## src/rtl/prio_enc_pkg.sv

```systemverilog
// rtl/prio_enc_pkg.sv - shared constants and helpers for the priority request encoder
package prio_enc_pkg;

  localparam int RR_FIXED = 0;
  localparam int RR_ROUND = 1;
  localparam int STATS_W  = 16;

  function automatic int clog2(input int value);
    int r;
    r = 0;
    while ((1 << r) < value) r++;
    return r;
  endfunction

endpackage

```

## src/rtl/prio_select.sv

```systemverilog
// rtl/prio_select.sv - combinational wrap-around search: first eligible index at or below start_i
module prio_select
  import prio_enc_pkg::*;
#(
  parameter int N  = 16,
  parameter int AW = clog2(N)
) (
  input  logic [N-1:0]  eligible_i,
  input  logic [AW-1:0] start_i,
  output logic [AW-1:0] index_o,
  output logic          found_o
);

  // Scan start_i, start_i-1, ... wrapping through N-1; nearest hit wins.
  always_comb begin
    int pos;
    logic [AW-1:0] idx;
    index_o = '0;
    found_o = 1'b0;
    for (int k = 0; k < N; k++) begin
      pos = int'(start_i) - k;
      if (pos < 0) pos = pos + N;
      idx = AW'(pos);
      if (!found_o && eligible_i[idx]) begin
        found_o = 1'b1;
        index_o = idx;
      end
    end
  end

endmodule

```

## src/rtl/priority_req_encoder.sv

```systemverilog
// rtl/priority_req_encoder.sv - pending-request encoder with fixed or round-robin issue
// Optional handshake counter output issue_cnt when PRIO_ENC_STATS_EN is defined.
module priority_req_encoder
  import prio_enc_pkg::*;
#(
  parameter int N       = 16,
  parameter int RR_MODE = RR_FIXED,
  localparam int AW     = clog2(N)
) (
  input  logic          clk,
  input  logic          rst,
  input  logic [N-1:0]  req_i,
  input  logic [N-1:0]  mask_i,
  output logic [AW-1:0] out_addr,
  output logic          out_valid,
  input  logic          out_ready,
  output logic [N-1:0]  pending_o
`ifdef PRIO_ENC_STATS_EN
  ,
  output logic [STATS_W-1:0] issue_cnt
`endif
);

  logic [N-1:0]  pending_q, pending_d;
  logic [AW-1:0] addr_q, addr_d;
  logic [AW-1:0] grant_q, grant_d;
  logic          valid_q, valid_d;

  logic          stage_free;
  logic          found;
  logic [N-1:0]  eligible;
  logic [AW-1:0] rr_start;
  logic [AW-1:0] start;
  logic [AW-1:0] sel_idx;
  logic [N-1:0]  clr_mask;

  assign stage_free = !valid_q || out_ready;
  assign eligible   = pending_q & mask_i;
  // Round-robin searches from just below the last grant; grant 0 wraps to N-1.
  assign rr_start   = (grant_q == '0) ? AW'(N - 1) : grant_q - AW'(1);
  assign start      = (RR_MODE == RR_ROUND) ? rr_start : AW'(N - 1);

  prio_select #(
    .N  (N),
    .AW (AW)
  ) u_select (
    .eligible_i (eligible),
    .start_i    (start),
    .index_o    (sel_idx),
    .found_o    (found)
  );

  always_comb begin
    addr_d   = addr_q;
    valid_d  = valid_q;
    grant_d  = grant_q;
    clr_mask = '0;
    if (stage_free) begin
      valid_d = found;
      if (found) begin
        addr_d   = sel_idx;
        grant_d  = sel_idx;
        clr_mask = N'(1) << sel_idx;
      end
    end
    // A request arriving on the load edge re-arms the bit it clears.
    pending_d = (pending_q & ~clr_mask) | req_i;
  end

  always_ff @(posedge clk or posedge rst) begin
    if (rst) begin
      pending_q <= '0;
      addr_q    <= '0;
      valid_q   <= 1'b0;
      grant_q   <= '0;
    end else begin
      pending_q <= pending_d;
      addr_q    <= addr_d;
      valid_q   <= valid_d;
      grant_q   <= grant_d;
    end
  end

  assign out_addr  = addr_q;
  assign out_valid = valid_q;
  assign pending_o = pending_q;

`ifdef PRIO_ENC_STATS_EN
  logic [STATS_W-1:0] cnt_q;

  always_ff @(posedge clk or posedge rst) begin
    if (rst) begin
      cnt_q <= '0;
    end else if (valid_q && out_ready && (cnt_q != '1)) begin
      cnt_q <= cnt_q + STATS_W'(1);
    end
  end

  assign issue_cnt = cnt_q;
`endif

endmodule

```

## config.mk

```make
export PLATFORM = sky130hd
export DESIGN_NAME = priority_req_encoder
export DESIGN_NICKNAME = d
export VERILOG_FILES = /design/src/rtl/prio_enc_pkg.sv /design/src/rtl/prio_select.sv /design/src/rtl/priority_req_encoder.sv
export SDC_FILE = /design/constraint.sdc
export NUM_CORES = 1
export LEC_CHECK = 0
export ABC_AREA = 1
export ABC_CLOCK_PERIOD_IN_PS = 3200
export CAP_MARGIN = 10
export CORE_MARGIN = 2
export CORE_UTILIZATION = 40
export CTS_CLUSTER_DIAMETER = 60
export CTS_CLUSTER_SIZE = 28
export DETAILED_ROUTE_END_ITERATION = 8
export GPL_TIMING_DRIVEN = 0
export MAX_ROUTING_LAYER = met4
export PLACE_DENSITY = 0.71
export SYNTH_ARGS = -nofsm -noshare
export SYNTH_HDL_FRONTEND = slang
export SYNTH_HIERARCHICAL = 1
export SYNTH_SLANG_ARGS = --single-unit
```

## constraint.sdc

```tcl
create_clock -name clk -period 3.2 [get_ports clk]
set_input_delay 0.64 -clock clk [delete_from_list [all_inputs] [get_ports clk]]
set_output_delay 0.64 -clock clk [all_outputs]
set_load 0.005 [all_outputs]
```

==> results of run 1 <==
[cells in the final DEF, fill, tap and decap left out, drive strengths merged]
cell type,netlist,layout
nand2,161,161
nor2,36,36
clkbuf,1,4
dfrtp,21,21
nand3,108,108
xnor2,2,2
a21oi,8,8
o21bai,17,17
inv,86,85
o21a,4,4
nor3,2,2
ha,7,7
clkinv,1,3
o21ai,9,9
nand4,17,17
conb,1,18
dlymetal6s2s,0,6
xor2,7,7
clkdlybuf4s50,0,49
a31oi,1,1
or2,1,1
buf,9,37
[flip-flops by register name, indices dropped and copies added (netlist names)]
name       count
out_addr       4
out_valid      1
pending_o     16
[per-stage QoR]
step | cell area (µm²) | instances | setup WS, ns
after detailed placement | 3600 | 667 | -0.603
after global placement | 3600 | 667 | -0.557
after floorplan | 2930 | 516 | 0.354
final | 4240 | 699 | 0.101
after CTS | 3810 | 675 | -0.0195
after global routing | 4240 | 699 | -0.0367
[critical path, delay by kind of cell]
kind,cells,cell delay (ns)
simple gates,17,1.58
compound gates,1,0.14
buf+inv,5,0.90
[kinds of logic (layout without fill, tap and decap cells)]
logic type	Yosys count	count (layout)	share of synthesized area [%]
XOR/XNOR	9	9	3.01
adder cells (fa/ha/maj)	7	7	3.05
AO/OA/AOI/OAI	39	39	8.81
AND/OR/NAND/NOR	325	325	52.2
other	1	18	0.131
flip-flops	21	21	18.3
buffers and inverters	97	184	14.5
[layer usage]
layer | vias up | share of wire [%] | GRT usage [%]
met1 | 1589 | 45 | 31.5
li1 | 1797 | - | -
met2 | 142 | 47 | 41.2
met3 | 24 | 5.0 | 1.77
met5 | - | 0 | -
met4 | 0 | 2.8 | 8.54
[path summary, 6_finish.rpt]
kind | slack, ns | to | from
hold reg to reg | 0.49 | out_addr[3] | out_addr[3]
hold / removal | 0.49 | out_addr[3] | out_addr[3]
min in group asynchronous | 0.83 | pending_o[9] | rst
max in group asynchronous | 1.87 | pending_o[10] | rst
setup reg to reg | 0.26 | pending_o[7] | pending_o[15]
setup / recovery | 0.10 | pending_o[0] | mask_i[10]
[where the power goes]
group | internal (W) | total [W] | switching (W) | leakage (nW)
Sequential | 0.000299 | 0.000326 | 0.0000267 | 0.203
Combinational | 0.000402 | 0.00100 | 0.000599 | 2.01
Clock | 0.0000869 | 0.000177 | 0.0000906 | 0.0255
[area by class of cell]
class                   instances  area, µm²
plain buffers                  10       90.1
clock buffers                   3       41.3
clock inverters                 1       5.00
fillers                       663       2630
inverters                      87        337
multi-input cells             398       2340
flip-flops and latches         21        526
well taps                      96        120
repair buffers                 83        779
[what timing repair did]
item	in CTS	in global routing
gates resized for setup	38	72
endpoints found under the setup margin	21	21
buffers inserted	4	24
pin swaps	17	72
==> reports/metrics.csv, run 1 <==
stage,metric,value,unit
place,PortBufs,55,
setup_path,Worst path max stage delay,0.45,ns
logic_synthesis,"top cells by count, synth","nand2_1 (155), nand3_1 (105), inv_1 (83)",
logic_synthesis,register area share after synthesis,18.3,%
routing,DR vias/cell,5.08,
routing,initial drt markers,261,
setup_path,critical path type,in2reg,
logic_synthesis,"area leader, netlist",nand2_1,
floorplan,Die Y-Extent,88.7,µm
place,HPWL after DPL,7350,µm
cells_and_area,Post-layout nets,646,
grt,vias in the first global route,3248,
clocking,CTS Buffer Depth,2,
grt,first-pass GRT wire length,14800,µm
setup_path,Worst path most repeated cell,nand3_1,
routing,Pre-antenna DRT Iters,5,
pwr,leak pwr,2.24,nW
floorplan,Site Rows,30,
timing,final slew viol count,0,
grt,largest net degree at the start of global routing,22,
clocking,cts bufs inserted,3,
clocking,H-tree levels,1,
floorplan,chip width,88.7,µm
cells_and_area,Inserted Diodes,0,
setup_path,CP max stage cell,clkdlybuf4s50_1,
timing,hold slack final,0.488,ns
flow_run,Max-Cap Viols,0,
timing,setup TNS,0,ns
setup_path,Worst Reg-to-Reg Cells,23,
logic_synthesis,"Distinct cells, synth",34,
pwr,Final Power,0.00150,W
timing,clock skew,0.00329,ns
grt,initial antenna violation count,0,
routing,remaining antenna violation count after routing,0,
run_status,outcome,completed,
floorplan,# IOs,56,
timing,relative slew slack,31.4,%
logic_synthesis,Seq cells post-synth,21,
place,RD Place Congestion,1.01,
timing,f_max,323,MHz
setup_path,Worst setup SP type,primary input,
min_path,worst hold path cell count,2,
logic_synthesis,Post-synth EDFFs,0,
grt,grt ovf,0,
clocking,Clock transition at path regs,0.08,ns
timing,Final Setup Violations,0,
pwr,worst vdd ir,369,µV
routing,Post-Route WL,9770,µm
cells_and_area,layout cells sized above 1,23.4,%
routing,routed len/inst,14.0,µm
timing,Period minus WS final,3.10,ns
setup_path,Critical Path Fanout Max,7,
setup_path,Worst EP required,3.36,ns
cells_and_area,Final Util,61.7,%
floorplan,initial core utilization,41.8,%
logic_synthesis,post-synthesis cell area,2870,µm²
logic_synthesis,top-count cell post-synth,nand2_1,
setup_path,worst path arrival time,3.26,ns
logic_synthesis,mean post-synth cell area,5.75,µm²
floorplan,Core ar.,6870,µm²
min_path,Hold WC Path Type,reg2reg,
clocking,CTS tree,yes,
cells_and_area,Layout area overhead,47.7,%
clocking,CTS Hold Bufs,0,
setup_path,"Cell Chain, Critical Path",clkdlybuf4s50_1 > nand2_1 > inv_2 > nand2_2 > nand3_2 > nand3_1 > nand2_2 > nand2_1 > nand2_4 > inv_2 > nand4_4 > nor2_4 > buf_4 > nand3_1 > nand3_1 > nor2_1 > nand3_1 > nor2_1 > nand3_2 > clkinv_4 > nand3_2 > o21bai_1 > nand2_1,
timing,Final Hold Vio Count,0,
pwr,PwrDens,355,nW/µm²
clocking,clock sink total,21,
timing,measured slew at the worst slew-check pin,1.02,ns
setup_path,Worst Setup End Kind,flip-flop,
routing,total vias in the final route,3552,
grt,GRT Util Overall,24.7,%
routing,Residual DRC,0,
clocking,Worst-Skew Late Latency,0.26,ns
clocking,clock root buffer,clkbuf_8,
floorplan,die area,7870,µm²
logic_synthesis,Synth Flop Type,dfrtp_1,
logic_synthesis,asr flop ratio synth,100,%
logic_synthesis,post-synth top area share,20.3,%
logic_synthesis,Syn. warnings,6,
logic_synthesis,Synth Instances,499,
logic_synthesis,Synth area leaders,"nand2_1 (20%), dfrtp_1 (18%), nand3_1 (18%)",
timing,final worst-path cycle share,96.8,%
Power figures use the tool's default switching activity.
==> inputs of run 2 (changes only) <==
--- a/config.mk
+++ b/config.mk
@@ -13,6 +13,7 @@
 export CTS_CLUSTER_DIAMETER = 60
 export CTS_CLUSTER_SIZE = 28
 export DETAILED_ROUTE_END_ITERATION = 8
+export GPL_ROUTABILITY_DRIVEN = 0
 export GPL_TIMING_DRIVEN = 0
 export MAX_ROUTING_LAYER = met4
 export PLACE_DENSITY = 0.71
==> run 2 against run 1 <==
Against the previous run:
- via count up 3.2%
- first-iteration DRC count shrank 3.4%
- hold slack gained 0.0025 ns
- global-route usage increased by 0.19 points
- routed wire length rose by 3.2%
- cell area rose by 4.7%
- cell count up 1.1%
- non-clock buffer count increased by 7
==> reports/metrics.csv, run 2 (same netlist as run 1, synthesis figures left out) <==
stage,metric,value,unit
floorplan,chip width,88.7,µm
place,PortBufs,55,
grt,GRT Util Overall,24.9,%
floorplan,initial core utilization,41.8,%
grt,initial antenna violation count,0,
setup_path,Worst Reg-to-Reg Cells,23,
pwr,PwrDens,361,nW/µm²
setup_path,RR Startpoint,pending_o[15],
clocking,Clock transition at path regs,0.08,ns
setup_path,Critical Path Fanout Max,5,
pwr,worst vdd ir,294,µV
clocking,Worst-Skew Late Latency,0.27,ns
cells_and_area,Post-layout nets,654,
routing,remaining antenna violation count after routing,0,
timing,final worst-path cycle share,97.9,%
setup_path,critical path type,in2reg,
setup_path,Worst Setup End Kind,flip-flop,
floorplan,Core ar.,6870,µm²
cells_and_area,"most common cell after layout, fill and taps aside",nand2_1,
timing,Period minus WS final,3.13,ns
timing,Final Setup Violations,0,
min_path,hold_sp,out_addr[3],
clocking,H-tree levels,1,
clocking,clock root buffer,clkbuf_8,
cells_and_area,fin area,4440,µm²
timing,Final Hold Vio Count,0,
grt,largest net degree at the start of global routing,22,
floorplan,Site Rows,30,
setup_path,Worst EP required,3.34,ns
place,placed cell area,3600,µm²
floorplan,# IOs,56,
cells_and_area,Inserted Diodes,0,
setup_path,Worst setup SP type,primary input,
timing,clock skew,0.00786,ns
pwr,clock network fraction of design power,11.0,%
min_path,worst hold path cell count,2,
routing,Residual DRC,0,
routing,Post-Route WL,10100,µm
routing,Pre-antenna DRT Iters,5,
pwr,internal cell power,0.000843,W
run_status,outcome,completed,
grt,grt ovf,0,
cells_and_area,max reg flops,16,
pwr,Gate power share,68.6,%
clocking,CTS tree,yes,
pwr,leak pwr,2.30,nW
routing,total vias in the final route,3667,
cells_and_area,Layout area overhead,54.7,%
timing,setup TNS,0,ns
grt,vias in the first global route,3274,
pwr,switching power,0.000760,W
grt,first-pass GRT wire length,15100,µm
timing,final slew viol count,0,
routing,initial drt markers,252,
clocking,clock sink total,21,
min_path,Hold WC Path Type,reg2reg,
cells_and_area,most frequent cells in the layout,"nand2_1 (127), nand3_1 (71), inv_1 (68)",
floorplan,Die Y-Extent,88.7,µm
routing,DR vias/cell,5.19,
routing,routed len/inst,14.3,µm
timing,relative slew slack,31.5,%
clocking,cts bufs inserted,3,
clocking,CTS Buffer Depth,2,
floorplan,die area,7870,µm²
place,HPWL after DPL,7110,µm
timing,measured slew at the worst slew-check pin,1.02,ns
setup_path,worst path arrival time,3.27,ns
timing,f_max,319,MHz
cells_and_area,layout cells sized above 1,27.3,%
pwr,Net Sw Frac,47.4,%
clocking,CTS Hold Bufs,0,
setup_path,worst setup path startpoint,mask_i[8],
pwr,Seq pwr share,20.5,%
flow_run,Max-Cap Viols,0,
run 2: cell types whose count changed in the layout (fill, tap and decap cells not counted), moves of 2 or more:
cell / before / now
nor2_1: 26 / 21
a21oi_1: 7 / 5
nor2_2: 5 / 10
a21oi_2: 1 / 3
nand3_1: 81 / 71
buf_6: 3 / 5
nand3_4: 7 / 11
nand3_2: 20 / 27
inv_4: 2 / 0
inv_6: 0 / 2
inv_2: 14 / 16
buf_12: 1 / 3
buf_4: 31 / 34
nand2_4: 6 / 8
run 2: power groups by stage:
stage                     Combinational, W  Sequential [W]  Clock (W)
after global routing               0.00119        0.000331   0.000182
final                              0.00110        0.000328   0.000176
after CTS                         0.000806        0.000326   0.000175
after global placement            0.000711        0.000330          0
after detailed placement          0.000719        0.000330          0
after floorplan                   0.000501        0.000328          0
run 2: repair_timing:
action                     4_1_cts  5_1_grt
setup endpoints to repair       21       21
cloned                           1        0
pin swaps                       25       79
buffers inserted                11       24
gates resized for setup         47       89
run 2: worst paths after layout:
kind	slack (ns)	endpoint
max reg2reg	0.20	pending_o[6]
min	0.49	out_addr[3]
min in group asynchronous	0.82	pending_o[9]
max in group asynchronous	1.87	pending_o[1]
min reg2reg	0.49	out_addr[3]
max	0.07	pending_o[6]
run 2: final cells by class:
| class | instances | area [µm²] |
|---|---|---|
| inverters | 87 | 337 |
| fillers | 611 | 2430 |
| repair buffers | 90 | 865 |
| flip-flops and latches | 21 | 526 |
| clock inverters | 1 | 5.00 |
| well taps | 96 | 120 |
| clock buffers | 3 | 41.3 |
| multi-input cells | 399 | 2460 |
| plain buffers | 10 | 90.1 |
run 2: metal layers:
layer	share of wire [%]	wire length, µm	vias up	global-route usage, %
met5	0	0	-	-
met4	3.0	304	0	6.20
met3	5.7	574	31	0.840
met2	48	4890	180	41.3
met1	43	4320	1648	33.5
li1	-	-	1808	-
run 2: through the flow:
step / hold WS [ns] / total power (W) / util [%] / worst slack, ns / cells
after global routing: 0.518 / 0.00170 / 64.6 / -0.0525 / 707
final: 0.490 / 0.00160 / 64.6 / 0.0678 / 707
after CTS: 0.492 / 0.00131 / 57.0 / 0.00601 / 683
after floorplan: 0.465 / 0.000830 / - / 0.354 / 516
after global placement: 0.472 / 0.00104 / 52.5 / -0.552 / 667
after detailed placement: 0.470 / 0.00105 / 52.5 / -0.659 / 667
run 2: critical path, cell delays in order:
cell	delay, ns
clkdlybuf4s50_1	0.46
nand2_1	0.08
inv_2	0.08
nand2_2	0.07
nand3_2	0.09
nand3_2	0.08
nand2_2	0.08
nand2_1	0.06
o21a_4	0.14
nand4_4	0.11
buf_4	0.12
nor2_2	0.04
nor2_1	0.10
nand2_1	0.07
a31oi_1	0.21
nand2_1	0.09
nand2_1	0.10
nand2_4	0.11
inv_2	0.17
nand3_2	0.10
o21bai_1	0.16
nand2_1	0.09
==> inputs of run 3 (changes only) <==
--- a/config.mk
+++ b/config.mk
@@ -13,7 +13,7 @@
 export CTS_CLUSTER_DIAMETER = 60
 export CTS_CLUSTER_SIZE = 28
 export DETAILED_ROUTE_END_ITERATION = 8
-export GPL_ROUTABILITY_DRIVEN = 0
+export GPL_ROUTABILITY_DRIVEN = 1
 export GPL_TIMING_DRIVEN = 0
 export MAX_ROUTING_LAYER = met4
 export PLACE_DENSITY = 0.71
==> results of run 3 <==
Final layout, timing and power as in run 1 (identical DEF).
